**src/rtl/up2_core.sv**
```systemverilog
// up2_core: multi-cycle accumulator processor with a req/ack split read/write memory port.
// Build option: define UP2_CARRY_EN to enable the carry flag and the JC instruction.
module up2_core #(
  parameter int                DATA_W   = 8,
  parameter int                ADDR_W   = 8,
  parameter logic [ADDR_W-1:0] RESET_PC = '0
) (
  input  logic              clock,
  input  logic              reset,
  output logic              mem_req,
  output logic              mem_we,
  output logic [ADDR_W-1:0] mem_addr,
  output logic [DATA_W-1:0] mem_wdata,
  input  logic [DATA_W-1:0] mem_rdata,
  input  logic              mem_ack,
  output logic [ADDR_W-1:0] pc,
  output logic [DATA_W-1:0] ir,
  output logic [DATA_W-1:0] acc,
  output logic              flag_z,
  output logic              flag_c,
  output logic              halted
);

  localparam int OP_W = DATA_W - 4;
`ifdef UP2_CARRY_EN
  localparam bit CARRY_EN = 1'b1;
`else
  localparam bit CARRY_EN = 1'b0;
`endif

  // S_FETCH: read ir at pc | S_EXEC: decode, no request | S_MEM: data access | S_HALT: stopped
  typedef enum logic [1:0] {S_FETCH, S_EXEC, S_MEM, S_HALT} state_t;

  state_t            r_state;
  logic [ADDR_W-1:0] r_pc;
  logic [DATA_W-1:0] r_ir;
  logic [DATA_W-1:0] r_acc;
  logic              r_z;
  logic              r_c;
  logic              r_halted;
  logic              r_req;
  logic              r_we;
  logic [ADDR_W-1:0] r_addr;

  logic [3:0]        w_opc;
  logic [OP_W-1:0]   w_op;
  logic [ADDR_W-1:0] w_op_addr;
  logic [ADDR_W-1:0] w_pc_inc;
  logic [DATA_W-1:0] w_ldi;
  logic [DATA_W-1:0] w_and;
  logic [DATA_W:0]   w_sum;
  logic [DATA_W:0]   w_diff;
  logic              w_mem_op;
  logic              w_jump;

  assign w_opc     = r_ir[DATA_W-1:DATA_W-4];
  assign w_op      = r_ir[OP_W-1:0];
  assign w_op_addr = ADDR_W'(w_op);
  assign w_pc_inc  = r_pc + ADDR_W'(1);
  assign w_ldi     = DATA_W'(w_op);
  assign w_and     = r_acc & mem_rdata;
  assign w_sum     = {1'b0, r_acc} + {1'b0, mem_rdata};
  assign w_diff    = {1'b0, r_acc} - {1'b0, mem_rdata};
  assign w_mem_op  = (w_opc >= 4'h3) && (w_opc <= 4'h7);
  assign w_jump    = (w_opc == 4'h8) || ((w_opc == 4'h9) && r_z) ||
                     ((w_opc == 4'hA) && CARRY_EN && r_c);

  always_ff @(posedge clock or posedge reset) begin
    if (reset) begin
      r_state  <= S_FETCH;
      r_pc     <= RESET_PC;
      r_ir     <= '0;
      r_acc    <= '0;
      r_z      <= 1'b0;
      r_c      <= 1'b0;
      r_halted <= 1'b0;
      r_req    <= 1'b0;
      r_we     <= 1'b0;
      r_addr   <= '0;
    end else begin
      case (r_state)
        S_FETCH: begin
          // Request is registered, so the first fetch after reset spends one cycle raising it.
          if (!r_req) begin
            r_req  <= 1'b1;
            r_we   <= 1'b0;
            r_addr <= r_pc;
          end else if (mem_ack) begin
            r_ir    <= mem_rdata;
            r_pc    <= w_pc_inc;
            r_req   <= 1'b0;
            r_state <= S_EXEC;
          end
        end
        S_EXEC: begin
          if (w_opc == 4'h1) begin
            r_halted <= 1'b1;
            r_state  <= S_HALT;
          end else if (w_mem_op) begin
            r_req   <= 1'b1;
            r_we    <= (w_opc == 4'h3);
            r_addr  <= w_op_addr;
            r_state <= S_MEM;
          end else begin
            r_req   <= 1'b1;
            r_we    <= 1'b0;
            r_addr  <= w_jump ? w_op_addr : r_pc;
            r_state <= S_FETCH;
            if (w_jump) r_pc <= w_op_addr;
            if (w_opc == 4'h2) begin
              r_acc <= w_ldi;
              r_z   <= (w_ldi == '0);
              if (CARRY_EN) r_c <= 1'b0;
            end
          end
        end
        S_MEM: begin
          if (mem_ack) begin
            r_we    <= 1'b0;
            r_addr  <= r_pc;
            r_state <= S_FETCH;
            case (w_opc)
              4'h4: begin
                r_acc <= mem_rdata;
                r_z   <= (mem_rdata == '0);
                if (CARRY_EN) r_c <= 1'b0;
              end
              4'h5: begin
                r_acc <= w_sum[DATA_W-1:0];
                r_z   <= (w_sum[DATA_W-1:0] == '0);
                if (CARRY_EN) r_c <= w_sum[DATA_W];
              end
              4'h6: begin
                r_acc <= w_diff[DATA_W-1:0];
                r_z   <= (w_diff[DATA_W-1:0] == '0);
                if (CARRY_EN) r_c <= w_diff[DATA_W];
              end
              4'h7: begin
                r_acc <= w_and;
                r_z   <= (w_and == '0);
                if (CARRY_EN) r_c <= 1'b0;
              end
              default: ;
            endcase
          end
        end
        S_HALT: ;
        default: r_state <= S_FETCH;
      endcase
    end
  end

  assign mem_req   = r_req;
  assign mem_we    = r_we;
  assign mem_addr  = r_addr;
  assign mem_wdata = r_acc;
  assign pc        = r_pc;
  assign ir        = r_ir;
  assign acc       = r_acc;
  assign flag_z    = r_z;
  assign flag_c    = r_c;
  assign halted    = r_halted;

endmodule
```
**config.mk**
```make
export PLATFORM = sky130hd
export DESIGN_NAME = up2_core
export DESIGN_NICKNAME = d
export VERILOG_FILES = /design/src/rtl/up2_core.sv
export SDC_FILE = /design/constraint.sdc
export NUM_CORES = 1
export LEC_CHECK = 0
export CAP_MARGIN = 10
export CORE_MARGIN = 3
export CORE_UTILIZATION = 53
export DETAILED_ROUTE_END_ITERATION = 12
export GPL_ROUTABILITY_DRIVEN = 0
export PLACE_DENSITY = 0.79
export SLEW_MARGIN = 0
export SYNTH_ARGS = -nofsm -noshare
export SYNTH_HDL_FRONTEND = slang
export SYNTH_SLANG_ARGS = --single-unit
export TNS_END_PERCENT = 50
```
**constraint.sdc**
```tcl
create_clock -name clock -period 2.9 [get_ports clock]
set_input_delay 0.58 -clock clock [delete_from_list [all_inputs] [get_ports clock]]
set_output_delay 0.58 -clock clock [all_outputs]
set_load 0.005 [all_outputs]
```
==> impl_results.md <==
- Largest area contributor in the netlist: sky130_fd_sc_hd__dfrtp_1
- Highest cell delay on the worst timing path: 0.47 ns
- Design internal power: 2.04 mW
- Net switching power of the design: 1.63 mW
- Die outline width: between 80 and 90 um
- PnR worst setup slack: about 0.15 ns
- Most instantiated flip-flop cell in the synthesis netlist: sky130_fd_sc_hd__dfrtp_1
- Rows: 26
- Overall die height: a little over 80 um
- Post-synth ARST share: 1.00
- Final worst path period share: 0.947
- Hold Slack: 0.478 ns
- Maximum ir drop on the vdd rail: 0.000555 V
- Sequential cell area fraction in the yosys report: 0.323
- # resized after CTS: 0
- Total of buffers placed on input and output ports: 54
- Total wire length: between 7 and 8 mm
- Largest net degree at the start of global routing: 39
- Number of hold buffers added after CTS: 0
- Hpwl dp: 6.16 mm
- Total of warnings raised by yosys: 1
- Type of the tightest min-delay check: flop to flop
- TritonCTS buffer count: 5
- Proportion of netlist area held by the largest area contributor: 0.323
- Critical Path Sink Type: flop
- Critical path class: input pin to flop
- Post-CTS setup-driven buffer insertion count: 0
- Final ANT Viol Nets: 0
- Power density relative to cell area: 994 nW/um^2
- Fraction of layout cells with a size suffix above 1: 0.0973
- Starting DRT DRC Count: around 150
- Residual DRC: 0
- Number of H-tree branching levels: 2
- Max-capacitance violation count: 0
- Slew @ Worst Pin: 0.523 ns
- Antenna violations before repair: 0
- Total nets after synthesis: approximately 390
- Leakage: 1.57 nW
- Clock tree from TritonCTS: built
- Nature of the critical path startpoint: input pin
- Power share of the combinational group: 0.628
- Top-level port count: 56
- Min Clock Period, post-route: 2.75 ns
- Path length in cells of the critical path: 10
- Root Buffer: sky130_fd_sc_hd__clkbuf_8
- Number of flops mapped to enable cells by yosys: 0
- Cell-by-cell listing of the critical path: clkdlybuf4s50_1, inv_1, ha_1, nor2b_1, o31a_1, or4_1, a31oi_1, xor2_1, o221ai_1, a32oi_1
- Vias in the first global route: 2761
- Number of buffers and inverters on the critical path: 2
- Maximum net fanout on the critical path: 2
- Cell count after synthesis: 351
- Detailed-route vias per instance: 5.87
- Pre-CTS setup slack: -0.149 ns
- Router iterations before antenna repair: 4
- Endpoints failing hold: 0
- GRT Residual Overflow: 0
- Required time at the worst-slack endpoint: 3.11 ns
- Overall track demand over capacity in global routing: 0.255
- Part of the power in registers: 0.277
- Arr. time, crit path: 2.95 ns
- Post-Route Skew: 0.00439 ns
- Setup Viol. Count Final: 0
- Starting density of the core: 0.563
- Share of total power in the clock network: 0.095
- Clock slew seen by the registers of the worst setup and hold paths: 0.07 ns
- Final Slew Violations: 0
- Relative slew slack: 0.647
- Depth of the worst register-to-register path: 8
- Max Fclk: 364 MHz
- Sw Share: 0.445
- Core area: around 5200 sq um
- Wire length of the first global-routing pass: about 13 mm
- Total of fill cells in the finished design: roughly 440
- Run status: complete, no violations
- RSZ-0062 raised after global routing: false
- Full die area: ~6500 sq um
- Top cell family by delay on the critical path: compound AO/OA/AOI/OAI gates
- Hold depth: 2
- Clock latency on the worst-skew pair: around 0.29 ns
- Area growth from synthesis to layout: 25.3%
- Clock tree sinks: 38
- Vias after detailed routing: around 2.8k
- Total Nets Final: 445
- Routed len/inst: approximately 16 um
- Synth unique cells: 55
- Number of buffers on the longest clock path: 2
- Syn Area/Cell: 8.40 sq um
- Post-synthesis cell area: roughly 3000 sq um
- Flip-flop and latch count after synthesis: 38
- Crit path max-delay cell type: sky130_fd_sc_hd__clkdlybuf4s50_1
- Largest cells by area after synthesis: sky130_fd_sc_hd__dfrtp_1 (32%), sky130_fd_sc_hd__ha_1 (8.9%), sky130_fd_sc_hd__o21ai_0 (7.0%)
- Ant. Diodes: 0
sequential cells by signal, summed over array words and instances, names as in the netlist:
| name | flops |
|---|---|
| acc | 8 |
| flag_z | 1 |
| halted | 1 |
| ir | 8 |
| mem_addr | 8 |
| mem_req | 1 |
| mem_we | 1 |
| pc | 8 |
| r_state | 2 |
per-layer routing:
| layer | share of wire | global-route usage | vias to the layer above |
|---|---|---|---|
| li1 | - | - | 1358 |
| met4 | 0.023 | 0.0963 | 0 |
| met3 | 0.061 | 0.0392 | 20 |
| met2 | 0.51 | 0.449 | 102 |
| met5 | 0 | 0 | - |
| met1 | 0.41 | 0.313 | 1342 |
cell usage after synthesis (2+ instances only):
| master | number |
|---|---|
| sky130_fd_sc_hd__nor4_1 | 2 |
| sky130_fd_sc_hd__buf_2 | 4 |
| sky130_fd_sc_hd__a31oi_1 | 9 |
| sky130_fd_sc_hd__o31ai_1 | 3 |
| sky130_fd_sc_hd__o22ai_1 | 5 |
| sky130_fd_sc_hd__a32oi_1 | 2 |
| sky130_fd_sc_hd__a21oi_1 | 21 |
| sky130_fd_sc_hd__dfrtp_1 | 38 |
| sky130_fd_sc_hd__buf_4 | 10 |
| sky130_fd_sc_hd__o221ai_1 | 3 |
| sky130_fd_sc_hd__mux2_2 | 3 |
| sky130_fd_sc_hd__o21a_1 | 5 |
| sky130_fd_sc_hd__nand2b_1 | 12 |
| sky130_fd_sc_hd__nand3_1 | 3 |
| sky130_fd_sc_hd__nor2b_1 | 6 |
| sky130_fd_sc_hd__a211oi_1 | 3 |
| sky130_fd_sc_hd__o21bai_1 | 2 |
| sky130_fd_sc_hd__ha_1 | 21 |
| sky130_fd_sc_hd__nor3_1 | 4 |
| sky130_fd_sc_hd__and3_1 | 4 |
| sky130_fd_sc_hd__xor2_1 | 5 |
| sky130_fd_sc_hd__nor2_1 | 28 |
| sky130_fd_sc_hd__mux2i_1 | 10 |
| sky130_fd_sc_hd__fa_1 | 2 |
| sky130_fd_sc_hd__nand4_1 | 2 |
| sky130_fd_sc_hd__o21ai_0 | 41 |
| sky130_fd_sc_hd__and2_1 | 2 |
| sky130_fd_sc_hd__clkbuf_1 | 10 |
| sky130_fd_sc_hd__or4_1 | 3 |
| sky130_fd_sc_hd__xnor2_1 | 5 |
| sky130_fd_sc_hd__a22o_1 | 5 |
| sky130_fd_sc_hd__inv_1 | 19 |
| sky130_fd_sc_hd__nand2_1 | 35 |
| sky130_fd_sc_hd__o211ai_1 | 2 |
| sky130_fd_sc_hd__a32o_1 | 2 |
worst reg2reg max path: stages (launching register included):
cell and delay (ns):
sky130_fd_sc_hd__dfrtp_1 0.42, sky130_fd_sc_hd__inv_1 0.10, sky130_fd_sc_hd__ha_1 0.29, sky130_fd_sc_hd__or3b_4 0.46
sky130_fd_sc_hd__o2bb2a_4 0.29, sky130_fd_sc_hd__a221o_1 0.41, sky130_fd_sc_hd__nor4_2 0.27, sky130_fd_sc_hd__nand4bb_1 0.17
sky130_fd_sc_hd__o211ai_2 0.08
stage by stage:
step	util	power (mW)	setup TNS [ns]	std cells	instance area (sq um)
after floorplan	-	2.40	0	351	2950
after global placement	0.690	3.23	-0.132	474	3620
after detailed placement	0.690	3.31	-0.310	474	3620
after CTS	0.705	3.67	0	481	3690
after global routing	0.705	3.98	0	481	3690
final	0.705	3.67	0	481	3690
kinds of logic after synthesis:
group / synth area share
and+or+nand+nor: 0.187
AOI/OAI and AO/OA: 0.236
buffers and inverters: 0.0756
xor gates and xnor gates: 0.0297
DFF: 0.323
adders and majority gates: 0.103
muxes: 0.0454
other: 0.00127
final cells by class:
cell class | count | area (sq um) | share of cell area
tap | 70 | 87.6 | 0.0237
inverter | 20 | 75.1 | 0.0203
timing repair buffer | 79 | 728 | 0.197
multi-input combinational | 267 | 1770 | 0.480
sequential | 38 | 951 | 0.257
clock buffer | 5 | 68.8 | 0.0186
clock inverter | 2 | 10.0 | 0.00271
power groups by stage:
stage	clock [mW]	sequential (mW)	combinational, mW
after floorplan	0	0.929	1.47
after global placement	0	1.01	2.22
after detailed placement	0	1.02	2.29
after CTS	0.353	1.02	2.30
after global routing	0.375	1.06	2.54
final	0.349	1.02	2.31
cell usage in the layout (no fill, tap or decap), drive strengths merged, types with 3 or more instances in the layout:
cell type      Yosys  layout
mux2               3       3
clkbuf            10       5
o221ai             3       3
nand2             35      35
buf               16      25
clkinv             1       3
nand2b            12      12
xnor2              5       5
o31ai              3       3
a31oi              9       9
or4                3       3
a21oi             21      21
xor2               5       5
dfrtp             38      38
inv               19      19
and3               4       4
nor2              28      28
ha                21      21
mux2i             10      10
nor4               3       3
clkdlybuf4s50      0      54
o21a               5       5
nor3               4       4
o21ai             41      41
nor2b              6       6
o211ai             3       3
o22ai              5       5
nand3              3       3
a211oi             3       3
a22o               5       5
path summary, 6_finish.rpt:
check	start	endpoint	slack [ns]
worst min-delay path	mem_addr[1]	mem_addr[1]	0.48
min in group asynchronous	reset	mem_addr[2]	0.71
max in group asynchronous	reset	acc[1]	1.84
worst max-delay path	mem_rdata[1]	acc[7]	0.15
worst max register to register	r_state[1]	flag_z	0.35
worst min register to register	mem_addr[1]	mem_addr[1]	0.48
No activity file was read; power rests on OpenSTA's default activity.
